## src/rtl/conv_pkg.sv

```systemverilog
// Shared constants and types for the 3x3 Sobel-X convolution engine.
package conv_pkg;

  localparam int unsigned IMG_W_DEF = 32;
  localparam int unsigned IMG_H_DEF = 32;
  localparam int unsigned KSIZE     = 3;
  localparam int unsigned PIX_W     = 8;
  localparam int unsigned ACC_W     = 12;
  localparam int unsigned OUT_W     = 22;

  // Sobel-X: positive weights on the window's left column.
  localparam logic signed [3:0] KERNEL [KSIZE][KSIZE] = '{
    '{ 4'sd1, 4'sd0, -4'sd1},
    '{ 4'sd2, 4'sd0, -4'sd2},
    '{ 4'sd1, 4'sd0, -4'sd1}
  };

  typedef enum logic [1:0] {
    IDLE = 2'd0,
    RUN  = 2'd1,
    DONE = 2'd2
  } state_t;

endpackage

```

## src/rtl/line_buffer.sv

```systemverilog
// One-row delay line: dout is the sample written DEPTH enables ago.
module line_buffer #(
  parameter int unsigned DEPTH = 32,
  parameter int unsigned W     = 8
) (
  input  logic         clk,
  input  logic         rst,
  input  logic         en,
  input  logic [W-1:0] din,
  output logic [W-1:0] dout
);

  localparam int unsigned PTR_W = (DEPTH > 1) ? $clog2(DEPTH) : 1;

  logic [W-1:0]     mem [DEPTH];
  logic [PTR_W-1:0] ptr;

  assign dout = mem[ptr];

  always_ff @(posedge clk) begin
    if (rst) begin
      ptr <= '0;
    end else if (en) begin
      mem[ptr] <= din;
      ptr      <= (ptr == PTR_W'(DEPTH - 1)) ? '0 : ptr + PTR_W'(1);
    end
  end

endmodule

```

## src/rtl/conv_engine_2d.sv

```systemverilog
// Streaming valid-only 3x3 Sobel-X convolution over a raster-order frame.
module conv_engine_2d
  import conv_pkg::*;
#(
  parameter int IMG_W = IMG_W_DEF,
  parameter int IMG_H = IMG_H_DEF
) (
  input  logic                    clk,
  input  logic                    rst,
  input  logic                    start_signal,
  input  logic                    pixel_valid,
  input  logic [PIX_W-1:0]        pixel_in,
  output logic signed [OUT_W-1:0] result_out,
  output logic                    result_valid,
  output logic                    done_signal
);

  localparam int unsigned COL_W = $clog2(IMG_W + 1);
  localparam int unsigned ROW_W = $clog2(IMG_H + 1);

  state_t                   state;
  logic [COL_W-1:0]         col;
  logic [ROW_W-1:0]         row;
  logic                     accept;
  logic [PIX_W-1:0]         tap1;
  logic [PIX_W-1:0]         tap2;
  logic [PIX_W-1:0]         win [KSIZE][KSIZE];
  logic                     win_valid;
  logic                     win_last;
  logic signed [ACC_W-1:0]  sum_c;
  logic signed [ACC_W-1:0]  sum_q;
  logic                     sum_valid;
  logic                     sum_last;
  logic                     res_last;

  // Pixels past the last row are dropped by the row-limit term.
  assign accept = (state == RUN) && pixel_valid && (row < ROW_W'(IMG_H));

  line_buffer #(.DEPTH(IMG_W), .W(PIX_W)) u_lb0 (
    .clk  (clk),
    .rst  (rst),
    .en   (accept),
    .din  (pixel_in),
    .dout (tap1)
  );

  line_buffer #(.DEPTH(IMG_W), .W(PIX_W)) u_lb1 (
    .clk  (clk),
    .rst  (rst),
    .en   (accept),
    .din  (tap1),
    .dout (tap2)
  );

  // Window row 0 is the oldest line; column 0 is the oldest column.
  always_ff @(posedge clk) begin
    if (accept) begin
      for (int i = 0; i < KSIZE; i++) begin
        win[i][0] <= win[i][1];
        win[i][1] <= win[i][2];
      end
      win[0][2] <= tap2;
      win[1][2] <= tap1;
      win[2][2] <= pixel_in;
    end
  end

  always_comb begin
    sum_c = '0;
    for (int i = 0; i < KSIZE; i++) begin
      for (int j = 0; j < KSIZE; j++) begin
        sum_c = sum_c + signed'(ACC_W'(win[i][j])) * ACC_W'(KERNEL[i][j]);
      end
    end
  end

  always_ff @(posedge clk) begin
    if (rst) begin
      state        <= IDLE;
      col          <= '0;
      row          <= '0;
      win_valid    <= 1'b0;
      win_last     <= 1'b0;
      sum_q        <= '0;
      sum_valid    <= 1'b0;
      sum_last     <= 1'b0;
      result_out   <= '0;
      result_valid <= 1'b0;
      res_last     <= 1'b0;
      done_signal  <= 1'b0;
    end else begin
      // Window complete only once two full rows and two columns precede it.
      win_valid <= accept && (row >= ROW_W'(2)) && (col >= COL_W'(2));
      win_last  <= accept && (row == ROW_W'(IMG_H - 1)) && (col == COL_W'(IMG_W - 1));

      sum_valid <= win_valid;
      sum_last  <= win_last;
      if (win_valid) sum_q <= sum_c;

      result_valid <= sum_valid;
      res_last     <= sum_last;
      if (sum_valid) result_out <= OUT_W'(sum_q);

      if (accept) begin
        if (col == COL_W'(IMG_W - 1)) begin
          col <= '0;
          row <= row + ROW_W'(1);
        end else begin
          col <= col + COL_W'(1);
        end
      end

      case (state)
        IDLE: begin
          if (start_signal) begin
            state <= RUN;
            col   <= '0;
            row   <= '0;
          end
        end
        RUN: begin
          if (result_valid && res_last) begin
            state       <= DONE;
            done_signal <= 1'b1;
          end
        end
        DONE: begin
          if (start_signal) begin
            state       <= RUN;
            done_signal <= 1'b0;
            col         <= '0;
            row         <= '0;
          end
        end
        default: state <= IDLE;
      endcase
    end
  end

endmodule

```

## config.mk

```make
export PLATFORM = sky130hd
export DESIGN_NAME = conv_engine_2d
export DESIGN_NICKNAME = d
export VERILOG_FILES = /design/src/rtl/conv_pkg.sv /design/src/rtl/line_buffer.sv /design/src/rtl/conv_engine_2d.sv
export SDC_FILE = /design/constraint.sdc
export NUM_CORES = 1
export LEC_CHECK = 0
export CORE_UTILIZATION = 60
export CTS_CLUSTER_DIAMETER = 30
export DETAILED_ROUTE_END_ITERATION = 6
export PLACE_DENSITY = 0.88
export SYNTH_ARGS = -nofsm -noshare
export SYNTH_HDL_FRONTEND = slang
export SYNTH_SLANG_ARGS = --single-unit
```

## constraint.sdc

```tcl
create_clock -name clk -period 12.05 [get_ports clk]
set_input_delay 1.8075 -clock clk [delete_from_list [all_inputs] [get_ports clk]]
set_output_delay 1.8075 -clock clk [all_outputs]
set_load 0.005 [all_outputs]
```

* Yosys cells after proc, flatten, opt, wreduce, memory -nomap -nowiden
Memories as Yosys holds them, arrays and structs flattened. A register that Yosys moved wholly into a read port is not among the register bits.
Index checks and enable logic that the tools add are counted.
Widths: inputs -> output; s select.
** Storage, ports and cells
- Input port bits :: 12
- RAM bits :: 584
- Logic and storage cells :: 77
- Output and inout bits :: 24
- Memories kept :: 3
- Bits in registers :: 55
** Cells by class
- Magnitude comparators :: 3
- Reductions and logical operators :: 12
- Add/sub/neg operators :: 12
- Multiplexer cells :: 24
- Equal/unequal tests :: 9
** Memories
- u_lb0.mem :: depth 32, bits a word 8, rd ports 1, clocked after memory_dff 1, write ports 1, line line_buffer.sv:15 : logic [W-1:0] mem [DEPTH];
- u_lb1.mem :: depth 32, bits a word 8, rd ports 1, clocked after memory_dff 1, write ports 1, line line_buffer.sv:15
- win :: depth 3, bits a word 24, rd ports 3, clocked after memory_dff 0, write ports 3, line conv_engine_2d.sv:27 : logic [PIX_W-1:0] win [KSIZE][KSIZE];
** Operators with widths (count)
- $mux 6 :: 8
- $mux 5 :: 6
- $add 12x12->12 :: 2
- $neg 8->12 :: 2
- $add 12x10->12 :: 1
- $add 12x9->12 :: 1
- $add 6x1->6 const B :: 2
- $add 9x12->12 :: 1
- $eq 6x5->1 const B :: 2
- $ge 6x2->1 const B :: 2
- $neg 8->11 :: 1
- $add 5x1->5 const B :: 2
- $eq 5x5->1 const B :: 2
- $logic_and 1x1->1 :: 7
- $lt 6x6->1 const B :: 1
- $mux 1 :: 6
- $mux 2 :: 2
- $ne 2x1->1 const B :: 2
- $pmux 2 s2 :: 1
- $reduce_and 3->1 :: 1
- $eq 2x1->1 const B :: 1
- $eq 2x2->1 const B :: 1
- $logic_not 2->1 :: 1
- $ne 2x2->1 const B :: 1
- 4 further kinds :: 4

* Depth between registers and ports, before layout
Gate-level depths: netlist of the first run.
An unclocked memory read counts as a cell.
- Word-level depth :: 7
- Mapped depth :: 17

* Hierarchy
A second synthesis of the first run with hierarchy kept.
** Second synthesis, totals
- Cells, all modules :: 1353
- Area total of the unflattened synthesis :: 26022.5 µm²
** Modules (own cells, without submodules)
- line_buffer :: sequential area each 7887.6 µm², times used 2, cells an instance 447, area each 10269.8 µm²
- conv_engine_2d :: sequential area each 3062.9 µm², times used 1, cells an instance 459, area each 5482.8 µm²

* Worst setup path before layout of the first run
No wires, ideal clock.
- Path type :: in2reg
- From :: input pixel_valid
- To :: register (tool-made name)
- Path slack :: 7.026 ns
- Data arrival time :: 4.892 ns
- Library setup time :: 0.132 ns
- Data required time :: 11.918 ns
- Cell stages on the path :: 6
- Path buffers :: 1
- Cells stage by stage :: nand3b_1 inv_1 buf_1 o21ai_0 a21oi_1 nor2_1
** RTL lines
- from (decl) :: line conv_engine_2d.sv:11 : input logic pixel_valid,

* Worst setup path in the final report of the first run
- From :: input pixel_valid
- To :: memory u_lb1.mem[6][3] (enable)
** On the way
- Longest elaborated chain between the ends :: 5
** RTL lines
- $logic_and 1x1->1 (2 in series) :: line conv_engine_2d.sv:37 : assign accept = (state == RUN) && pixel_valid && (row < ROW_W'(IMG_H));
- $mux 1 :: line line_buffer.sv:23 : end else if (en) begin
- $mux 1 :: line line_buffer.sv:21 : if (rst) begin
- $mux 1 (implied by the code) :: line line_buffer.sv:24 : mem[ptr] <= din;
- to (decl) :: line line_buffer.sv:15
No other way between the ends.

==> metrics.yaml, run 1 <==
floorplanning:
  die_y_um: 209.8
  die_w_um: 209.8
  io_pins: 36
  rows: 75
  die_area_mm2: 0.04400
  initial_core_util_pct: 61.33
  fp.coreArea_mm2: 0.04223
setup_path:
  critPathSlowestCell: "nor2_1"
  crit_start: "pixel_valid"
  crit_family: "simple AND/OR/NAND/NOR gates"
  path_cells: "clkdlybuf4s50_1, nand3b_1, nor2_1, nand2_1, nor2_1"
  crit_arrival_ns: 5.27
  cp-endpoint: "u_lb1.mem[6][3]"
  cp_num_buf_inv: 1
  crit_fanout: 17
  r2r_cells: 15
  r2r-end: "sum_q[11]"
  timing.rr.start: "win[0][24]"
  cp_slowest_stage_delay_ns: 0.93
  cpMostUsedCell: "nor2_1"
  cp.required_ns: 12.32
  cp-end-kind: "flop"
  critical_path_depth: 5
  r2r_slack_ns: 7.05
  crit_type: "primary input to flop"
  cp-start-kind: "primary input"
routing:
  post_drt_wl_per_cell_um: 33.87
  wirelength_um: 69000
  drtPass1Iterations: 6
  drc_errors: 0
  post_drt_via_cell_ratio: 7.052
  drt-initial-drc-count: 2430
  antenna_left: 0
  vias: 14370
clock_network:
  path_clk_slew_ns: 0.05
  clock-sinks: 649
  cts_setup_buffers: 0
  htree_levels: 3
  cts_resized: 0
  cts_buffers: 106
  root_buffer: "clkbuf_16"
  clock_path_buffers: 3
  cts_tree: "yes"
  ctsHoldBuffers: 0
  clock_latency_ns: 0.66
run:
  maxCapViolCount: 0
hold_path:
  hp-class: "flop to flop"
  whs_path_depth: 0
cells_and_area:
  multi_input_area_mm2: 0.006485
  finalNetCount: 1476
  synthToLayoutAreaGrowth_pct: 17.10
  fin_util_pct: 71.81
  seq_area_mm2: 0.01885
  nFillCells: 2045
  drive_gt1_share_pct: 26.29
sta:
  fmaxAchievable_mhz: 199.9
  timing.setup.tns_ns: 0
  min_period_ns: 5.002
  relSlewSlack_pct: 23.75
  setup_viol: 0
  maxSlewViolCount: 0
  finalClockSkew_ns: 0.03028
  finalCritPeriodShare_pct: 41.51
  tightest_slew_ns: 1.142
  hold_viol_final: 0
  rsz0062_at_grt: "no"
synthesis:
  synth.distinct_cells: 53
  syn_area_mm2: 0.02590
  yosysWarnings: 0
  synthArstFlopShare_pct: 0
  syn_nets: 1391
  synthCells: 1319
  syn_area_per_cell_um2: 19.63
  synth_ff_type: "edfxtp_1"
  synth_edf_count: 584
  ys_ff_latch: 649
  ys_seq_area_share_pct: 72.74
power:
  power_w: 0.005937
  power_frac_seq_pct: 41.8
  p_sw_w: 0.001421
  clockPowerShare_pct: 52.9
  combPwrFrac_pct: 5.3
  p_int_w: 0.004516
  leakagePower_nw: 9.810
  powerDensity_mw_per_mm2: 195.8
  peakVddDrop_v: 0.0001318
  switching_share_pct: 23.94
global_route:
  gr-total-overflow: 0
  antenna_found_initial: 2
  grt_pass1_wl_um: 101400
  grt_max_degree: 83
  grtUsageTotal_pct: 32.66
  grt_pass1_vias: 14440
place:
  numPortBuffers: 35
  dpl.hpwl_um: 33920
  place_congestion: 0.8547
run_status:
  outcome: "finished clean"
==> per-layer routing <==
metal / up-vias / global-route usage [%] / part of all wire [%]
met4: 2 / 14.90 / 4.6
li1: 5419 / - / -
met2: 1372 / 51.58 / 48
met3: 234 / 6.689 / 12
met1: 7338 / 44.54 / 36
met5: - / 0 / 0.013
==> through the flow <==
| step | instances | area, um2 | hold WS [ns] | setup slack (ns) |
|---|---|---|---|---|
| 6_report | 2037 | 30330 | 0.4174 | 7.048 |
| 3_3_place_gp | 1835 | 26610 | 0.4009 | 7.042 |
| 2_1_floorplan | 1319 | 25900 | 0.4003 | 7.026 |
| 3_5_place_dp | 1835 | 26610 | 0.4045 | 6.868 |
| 5_1_grt | 2034 | 30320 | 0.4297 | 6.844 |
| 4_1_cts | 2034 | 30320 | 0.4162 | 7.162 |
==> worst min-delay path by stage <==
stage	to	startpoint
2_1_floorplan	win[0][16]	win[0][8]
3_3_place_gp	win[0][71]	win[0][63]
3_5_place_dp	win[0][18]	win[0][10]
4_1_cts	win[0][19]	win[0][11]
5_1_grt	win[0][70]	win[0][62]
6_report	win[0][19]	win[0][11]
==> registers in the layout, summed over array words and instances, names as in the netlist, named ones only <==
| signal | flops |
|---|---|
| res_last | 1 |
| sum_last | 1 |
| u_lb0.mem | 256 |
| done_signal | 1 |
| u_lb0.ptr | 5 |
| state | 2 |
| result_out | 12 |
| win_valid | 1 |
| result_valid | 1 |
| sum_q | 12 |
| col | 6 |
| sum_valid | 1 |
| row | 6 |
| win | 72 |
| u_lb1.ptr | 5 |
| win_last | 1 |
| u_lb1.mem | 256 |
==> Yosys cell counts (14+ instances only) <==
cell type,n,area share [%]
o21ai_0,14,0.27
a21oi_1,24,0.46
dfxtp_1,65,5.0
buf_4,22,0.64
buf_1,24,0.35
ha_1,29,1.4
mux2_2,16,0.70
nor2_1,108,1.6
mux4_2,160,14
nand2_1,31,0.45
fa_1,31,2.4
mux2i_1,17,0.66
edfxtp_1,584,68
inv_1,65,0.94
==> cell families (layout without fill, tap and decap cells) <==
| logic type | Yosys count | after routing | synth area share, % |
|---|---|---|---|
| AO/OA/AOI/OAI | 63 | 63 | 1.590 |
| XOR/XNOR | 16 | 16 | 0.5411 |
| adder cells (fa/ha/maj) | 60 | 60 | 3.797 |
| buffers and inverters | 129 | 305 | 2.218 |
| flip-flops | 649 | 649 | 72.74 |
| multiplexers | 193 | 193 | 15.27 |
| other | 0 | 3 | 0 |
| AND/OR/NAND/NOR | 209 | 209 | 3.846 |
==> cell type report <==
type                            instances  area share [%]
Sequential cell                       649           62.15
Multi-Input combinational cell        541           21.38
Clock buffer                          116           9.077
Clock inverter                         83           3.156
Tap cell                              539           2.224
Timing Repair Buffer                   41           1.172
Inverter                               65          0.8087
Antenna cell                            3         0.02476
==> worst register-to-register path, cell delays in order (launching register included) <==
cell      delay (ns)
edfxtp_1        0.53
inv_1           0.18
ha_1            0.29
inv_1           0.15
or3_1           0.44
xnor2_1         0.24
fa_1            0.46
inv_1           0.09
fa_1            0.43
fa_1            0.46
ha_1            0.40
o211a_1         0.24
o31ai_1         0.15
and4_1          0.20
or3_1           0.37
a311oi_1        0.28
==> cell usage in the layout (no fill, tap or decap), types with 10 or more instances in the layout <==
| master | synthesis | final |
|---|---|---|
| inv_1 | 65 | 64 |
| xor2_1 | 10 | 10 |
| a21oi_1 | 24 | 24 |
| clkinvlp_4 | 0 | 18 |
| mux2_2 | 16 | 16 |
| fa_1 | 31 | 31 |
| nor2_1 | 108 | 108 |
| mux2i_1 | 17 | 17 |
| clkinv_4 | 0 | 10 |
| nand2_1 | 31 | 31 |
| dfxtp_1 | 65 | 61 |
| clkinv_2 | 0 | 12 |
| inv_6 | 0 | 16 |
| edfxtp_1 | 584 | 584 |
| bufinv_16 | 0 | 11 |
| mux4_2 | 160 | 160 |
| clkdlybuf4s50_1 | 0 | 27 |
| clkbuf_16 | 0 | 108 |
| o21ai_0 | 14 | 14 |
| ha_1 | 29 | 29 |
==> power groups by stage <==
stage               combinational, W  sequential (W)  clock [W]
floorplan                   0.000203         0.00252          0
finish                      0.000317         0.00248    0.00314
CTS                         0.000309         0.00248    0.00314
global placement            0.000273         0.00252          0
detailed placement          0.000284         0.00253          0
global route                0.000335         0.00248    0.00324
Note: power is estimated with default switching activity, not from simulation.
==> run 2, diff against run 1 <==
==> constraint.sdc (replaced) <==
create_clock -name clk -period 4.83 [get_ports clk]
set_input_delay 0.7245 -clock clk [delete_from_list [all_inputs] [get_ports clk]]
set_output_delay 0.7245 -clock clk [all_outputs]
set_load 0.005 [all_outputs]
==> run 2 against run 1 <==
Net effect:
- sequential power increased to 2.5 times the previous value
- final cell count rose by 0.25%
- critical path depth grew 10
- clock-buffer cell count grew 2
- worst setup slack worse by 6.9 ns
- combinational power grew 140%
- die area unchanged
- first-iteration DRC count decreased by 19%
- worst hold slack better by 0.0035 ns
- clock skew is 0.023 ns higher
- global-route usage fell by 2.5 points
- highest routed layer unchanged
==> metrics.yaml, run 2 (synthesized netlist as in run 1, its figures left out) <==
setup_path:
  crit_arrival_ns: 5.21  # -0.06 ns
  r2r_slack_ns: 0.18  # -6.87 ns
  cp_slowest_stage_delay_ns: 0.53  # -0.40 ns
  critPathSlowestCell: "fa_1"
  cp_num_buf_inv: 3  # +2
  cp-start-kind: "flop"
  cp-end-kind: "flop"
  r2r-end: "sum_q[11]"
  crit_start: "win[0][24]"
  crit_type: "flop to flop"
  timing.rr.start: "win[0][24]"
  crit_family: "adder cells"
  cp.required_ns: 5.39  # -6.93 ns
  r2r_cells: 15  # unchanged
  crit_fanout: 5  # -12
  path_cells: "inv_1, ha_1, inv_1, or3_1, xnor2_2, fa_1, inv_1, fa_1, fa_1, ha_1, o211a_1, o31ai_1, and4_1, or3_1, a311oi_1"
routing:
  post_drt_via_cell_ratio: 6.803  # -3.5%
  post_drt_wl_per_cell_um: 31.34  # -7.5%
  drtPass1Iterations: 6  # unchanged
  antenna_left: 0  # unchanged
  vias: 13890  # -3.3%
  drc_errors: 0  # unchanged
  wirelength_um: 63990  # -7.3%
  drt-initial-drc-count: 1959  # -19%
clock_network:
  path_clk_slew_ns: 0.06  # about the same
  root_buffer: "clkbuf_16"
  htree_levels: 3  # unchanged
  cts_buffers: 106  # unchanged
  clock-sinks: 649  # unchanged
  clock_latency_ns: 0.68  # +0.02 ns
  cts_tree: "yes"
  clock_path_buffers: 3  # unchanged
power:
  powerDensity_mw_per_mm2: 486.2  # +150%
  power_w: 0.01480  # +150%
  p_int_w: 0.01130  # +150%
  leakagePower_nw: 9.870  # +0.62%
  power_frac_seq_pct: 41.9  # about the same
  clockPowerShare_pct: 53.0  # about the same
  peakVddDrop_v: 0.0002913  # +120%
  switching_share_pct: 23.62  # -0.32 points
  p_sw_w: 0.003495  # +150%
  combPwrFrac_pct: 5.1  # -0.2 points
sta:
  rsz0062_at_grt: "no"
  timing.setup.tns_ns: 0  # unchanged
  fin_hold_ws_ns: 0.4209  # +0.003475 ns
  min_period_ns: 4.648
  tightest_slew_ns: 1.431  # +0.2889 ns
  maxSlewViolCount: 0  # unchanged
  hold_viol_final: 0  # unchanged
  relSlewSlack_pct: 4.299  # -19 points
  finalCritPeriodShare_pct: 96.23
  setup_viol: 0  # unchanged
  finalClockSkew_ns: 0.05281  # +0.02253 ns
  fmaxAchievable_mhz: 215.2
floorplanning:
  io_pins: 36  # unchanged
  initial_core_util_pct: 61.33  # unchanged
  die_w_um: 209.8  # unchanged
  die_y_um: 209.8  # unchanged
  die_area_mm2: 0.04400  # unchanged
  rows: 75  # unchanged
  fp.coreArea_mm2: 0.04223  # unchanged
cells_and_area:
  seq_area_mm2: 0.01885  # unchanged
  layout_common_cells: "584 x edfxtp_1, 160 x mux4_2, 109 x clkbuf_16"
  postLayoutCellArea_mm2: 0.03044  # +0.38%
  finalNetCount: 1482  # +0.41%
  synthToLayoutAreaGrowth_pct: 17.54
  nFillCells: 2081  # +1.8%
  reg_top3: "u_lb0.mem x256, u_lb1.mem x256, win x72"
  mostFrequentLayoutCell: "edfxtp_1"
  final_cell_count_no_fill: 2042  # +0.25%
  multi_input_area_mm2: 0.006492  # +0.12%
  drive_gt1_share_pct: 25.90  # -0.39 points
place:
  place_area_mm2: 0.02670  # +0.33%
  numPortBuffers: 35  # unchanged
  dpl.hpwl_um: 30980  # -8.7%
  place_congestion: 0.8323  # -2.6%
  dpl.cell_count: 1838  # +0.16%
global_route:
  gr-total-overflow: 0  # unchanged
  grt_max_degree: 55  # -34%
  antenna_found_initial: 3  # +1
  grt_pass1_vias: 14480  # +0.33%
  grt_pass1_wl_um: 95160  # -6.2%
  grtUsageTotal_pct: 30.15  # -2.5 points
hold_path:
  whs_path_depth: 0  # unchanged
  hold-path-endpoint: "win[0][70]"
  hp-class: "flop to flop"
  worstHoldStart: "win[0][62]"
run_status:
  outcome: "finished clean"
run:
  maxCapViolCount: 0  # unchanged
==> run 2: changes by cell type in the layout (fill, tap and decap cells not counted), moves of 3 or more <==
cell,before,now
clkdlybuf4s50_1,27,35
inv_8,5,10
buf_4,6,10
clkinvlp_4,18,14
clkinv_1,4,7
inv_6,16,10
buf_2,8,0
==> run 2: power by group through the flow <==
stage | logic [W] | clock network [W] | registers, W
3_3_place_gp | 0.000647 | 0 | 0.00631
6_report | 0.000753 | 0.00785 | 0.00620
5_1_grt | 0.000799 | 0.00809 | 0.00620
2_1_floorplan | 0.000506 | 0 | 0.00628
3_5_place_dp | 0.000683 | 0 | 0.00631
4_1_cts | 0.000730 | 0.00787 | 0.00620
==> run 2: cell type report <==
| cell class | count | share of cell area (%) |
|---|---|---|
| Antenna cell | 1 | 0.008221 |
| Clock buffer | 118 | 9.138 |
| Clock inverter | 82 | 3.054 |
| Inverter | 65 | 0.8057 |
| Multi-Input combinational cell | 541 | 21.33 |
| Sequential cell | 649 | 61.92 |
| Tap cell | 539 | 2.216 |
| Timing Repair Buffer | 47 | 1.529 |
==> run 2: layer usage <==
layer  wire length (um)  vias to the layer above  track usage (%)
met5                 27                        -                0
met1              22410                     7125            37.92
li1                   -                     5438                -
met3               5731                      205            5.596
met4               2840                        4            14.45
met2              32980                     1119            51.07
==> run 2: worst max path at each step <==
stage / end / slack (ns) / cells past startpoint
finish: sum_q[11] / 0.18 / 15
global route: sum_q[11] / 0.02 / 15
CTS: sum_q[11] / 0.13 / 15
detailed placement: sum_q[11] / 0.39 / 15
global placement: sum_q[11] / 0.50 / 15
floorplan: sum_q[11] / 0.66 / 15
==> run 2: stage by stage <==
| stage | setup WS, ns | utilization, % |
|---|---|---|
| after detailed placement | 0.3870 | 63.22 |
| after CTS | 0.1346 | 72.01 |
| after global routing | 0.02407 | 72.08 |
| after floorplan | 0.6645 | - |
| final | 0.1823 | 72.08 |
| after global placement | 0.5029 | 63.22 |
==> run 2: timing repair <==
item                                    CTS  global route
setup buffers                             0             3
hold buffers                              0             0
gates resized for setup                   0             1
endpoints found under the setup margin    0             2
==> run 3, diff against run 2 <==
--- a/config.mk
+++ b/config.mk
@@ -5,10 +5,13 @@
 export SDC_FILE = /design/constraint.sdc
 export NUM_CORES = 1
 export LEC_CHECK = 0
+export CORE_MARGIN = 10
 export CORE_UTILIZATION = 60
 export CTS_CLUSTER_DIAMETER = 30
+export CTS_CLUSTER_SIZE = 10
 export DETAILED_ROUTE_END_ITERATION = 6
 export PLACE_DENSITY = 0.88
 export SYNTH_ARGS = -nofsm -noshare
 export SYNTH_HDL_FRONTEND = slang
 export SYNTH_SLANG_ARGS = --single-unit
+export TNS_END_PERCENT = 50
==> run 3 against run 2 <==
Net effect:
- the flow now finishes with violations (design-rule violations)
- highest routed layer unchanged
- worst hold slack got worse by 0.0089 ns
- cell area about the same
- largest cell class unchanged
- clock skew decreased by 0.0077 ns
==> metrics.yaml, run 3 (synthesized netlist as in run 1, its figures left out) <==
sta:
  finalClockSkew_ns: 0.04510  # -0.007709 ns
  tightest_slew_ns: 1.365  # -0.06601 ns
  fmaxAchievable_mhz: 208.2  # -3.2%
  setup_viol: 0  # unchanged
  hold_viol_final: 0  # unchanged
  maxSlewViolCount: 0  # unchanged
  min_period_ns: 4.802  # +0.1546 ns
  relSlewSlack_pct: 8.713  # +4.4 points
  fin_ws_ns: 0.02769  # -0.1546 ns
  finalCritPeriodShare_pct: 99.43  # +3.2 points
cells_and_area:
  fin_util_pct: 71.04  # -1.0 points
  finalNetCount: 1482  # unchanged
  reg_top3: "u_lb0.mem x256, u_lb1.mem x256, win x72"
  mostFrequentLayoutCell: "edfxtp_1"
  diodes: 0  # -1
  synthToLayoutAreaGrowth_pct: 17.63  # about the same
  nFillCells: 2202  # +5.8%
  drive_gt1_share_pct: 25.53  # -0.36 points
  layout_common_cells: "584 x edfxtp_1, 160 x mux4_2, 108 x nor2_1"
routing:
  drc_errors: 1  # +1
  drt-initial-drc-count: 2179  # +11%
  wirelength_um: 64920  # +1.5%
  post_drt_wl_per_cell_um: 31.20  # -0.44%
  antenna_left: 0  # unchanged
  drtPass1Iterations: 7  # +1
  post_drt_via_cell_ratio: 6.722  # -1.2%
  vias: 13990  # +0.70%
global_route:
  grt_pass1_vias: 14430  # -0.40%
  gr-total-overflow: 0  # unchanged
  grt_pass1_wl_um: 97500  # +2.5%
  grtUsageTotal_pct: 24.97  # -5.2 points
  grt_max_degree: 41  # -25%
  antenna_found_initial: 1  # -2
place:
  numPortBuffers: 35  # unchanged
  dpl.hpwl_um: 32000  # +3.3%
  place_congestion: 0.8592  # +3.2%
  dp_slack_ns: 0.2541  # -0.1330 ns
hold_path:
  whs_path_depth: 0  # unchanged
  hp-class: "flop to flop"
clock_network:
  cts_buffers: 103  # -2.8%
  ctsHoldBuffers: 0  # unchanged
  clock_path_buffers: 3  # unchanged
  root_buffer: "clkbuf_16"
  cts_tree: "yes"
  clock_latency_ns: 0.67  # about the same
  htree_levels: 3  # unchanged
  clock-sinks: 649  # unchanged
  path_clk_slew_ns: 0.06  # about the same
setup_path:
  crit_type: "flop to flop"
  cp-end-kind: "flop"
  crit_arrival_ns: 5.36  # +0.15 ns
  r2r_cells: 13  # -2
  crit_fanout: 5  # unchanged
  cp.required_ns: 5.39  # about the same
  cp-start-kind: "flop"
run_status:
  outcome: "complete, but fails checks"
  violations: "design-rule violations"
floorplanning:
  fp.coreArea_mm2: 0.04289  # +1.6%
  initial_core_util_pct: 60.39  # -0.94 points
  die_w_um: 227.8  # +8.6%
  die_y_um: 227.8  # +8.6%
  die_area_mm2: 0.05187  # +18%
  io_pins: 36  # unchanged
  rows: 76  # +1.3%
power:
  powerDensity_mw_per_mm2: 483.8  # -0.49%
  leakagePower_nw: 9.858  # -0.13%
  peakVddDrop_v: 0.0002936  # +0.78%
run:
  maxCapViolCount: 0  # unchanged
-- run 3: worst max-delay path, stage by stage (launching register included) --
cell	delay [ns]
edfxtp_1	0.50
or4_4	0.62
nor2_1	0.19
xor2_1	0.29
fa_1	0.49
fa_1	0.53
inv_1	0.06
fa_1	0.37
ha_1	0.46
a21o_1	0.22
nand2_1	0.09
a31o_2	0.26
or3_1	0.36
a311oi_1	0.26
-- run 3: what timing repair did --
item,CTS,global route
resized for setup,1,3
endpoints found under the setup margin,2,2
setup buffers,1,1
-- run 3: metrics by stage --
stage	power [W]	cells	cell area, um2	hold WS, ns	setup TNS (ns)
floorplan	0.006788	1319	25900	0.4003	0
global placement	0.006954	1887	26780	0.4011	0
detailed placement	0.006999	1887	26780	0.4045	0
CTS	0.01471	2079	30420	0.4143	0
global route	0.01503	2081	30460	0.4180	-0.02818
finish	0.01474	2081	30460	0.4120	0
-- run 3: layout make-up --
cell class | instances | area (um2) | area share, %
clock buffer | 123 | 2734 | 8.974
timing repair buffer | 50 | 498.0 | 1.635
clock inverter | 68 | 899.6 | 2.953
sequential | 649 | 18850 | 61.87
tap | 585 | 732.0 | 2.403
multi-input combinational | 541 | 6507 | 21.36
inverter | 65 | 245.2 | 0.8050
-- run 3: final timing paths --
path | startpoint | to | slack, ns
worst min-delay path | win[0][38] | win[0][46] | 0.41
worst max-delay path | win[0][28] | sum_q[11] | 0.03
worst min register to register | win[0][38] | win[0][46] | 0.41
worst max register to register | win[0][28] | sum_q[11] | 0.03
-- run 3: per-layer routing --
metal / track usage [%] / up-vias / routed length (um) / share of wire, %
li1: - / 5430 / - / -
met1: 31.09 / 7181 / 22570 / 35
met2: 41.91 / 1162 / 32960 / 51
met3: 4.976 / 213 / 6446 / 9.9
met4: 11.49 / 2 / 2926 / 4.5
met5: 0 / - / 18 / 0.028
-- run 3: power by group --
group	switching (W)	total (W)	internal, W	leakage [nW]
sequential	0.0000468	0.00620	0.00616	5.79
combinational	0.000481	0.000796	0.000315	2.32
clock	0.00280	0.00774	0.00493	1.75
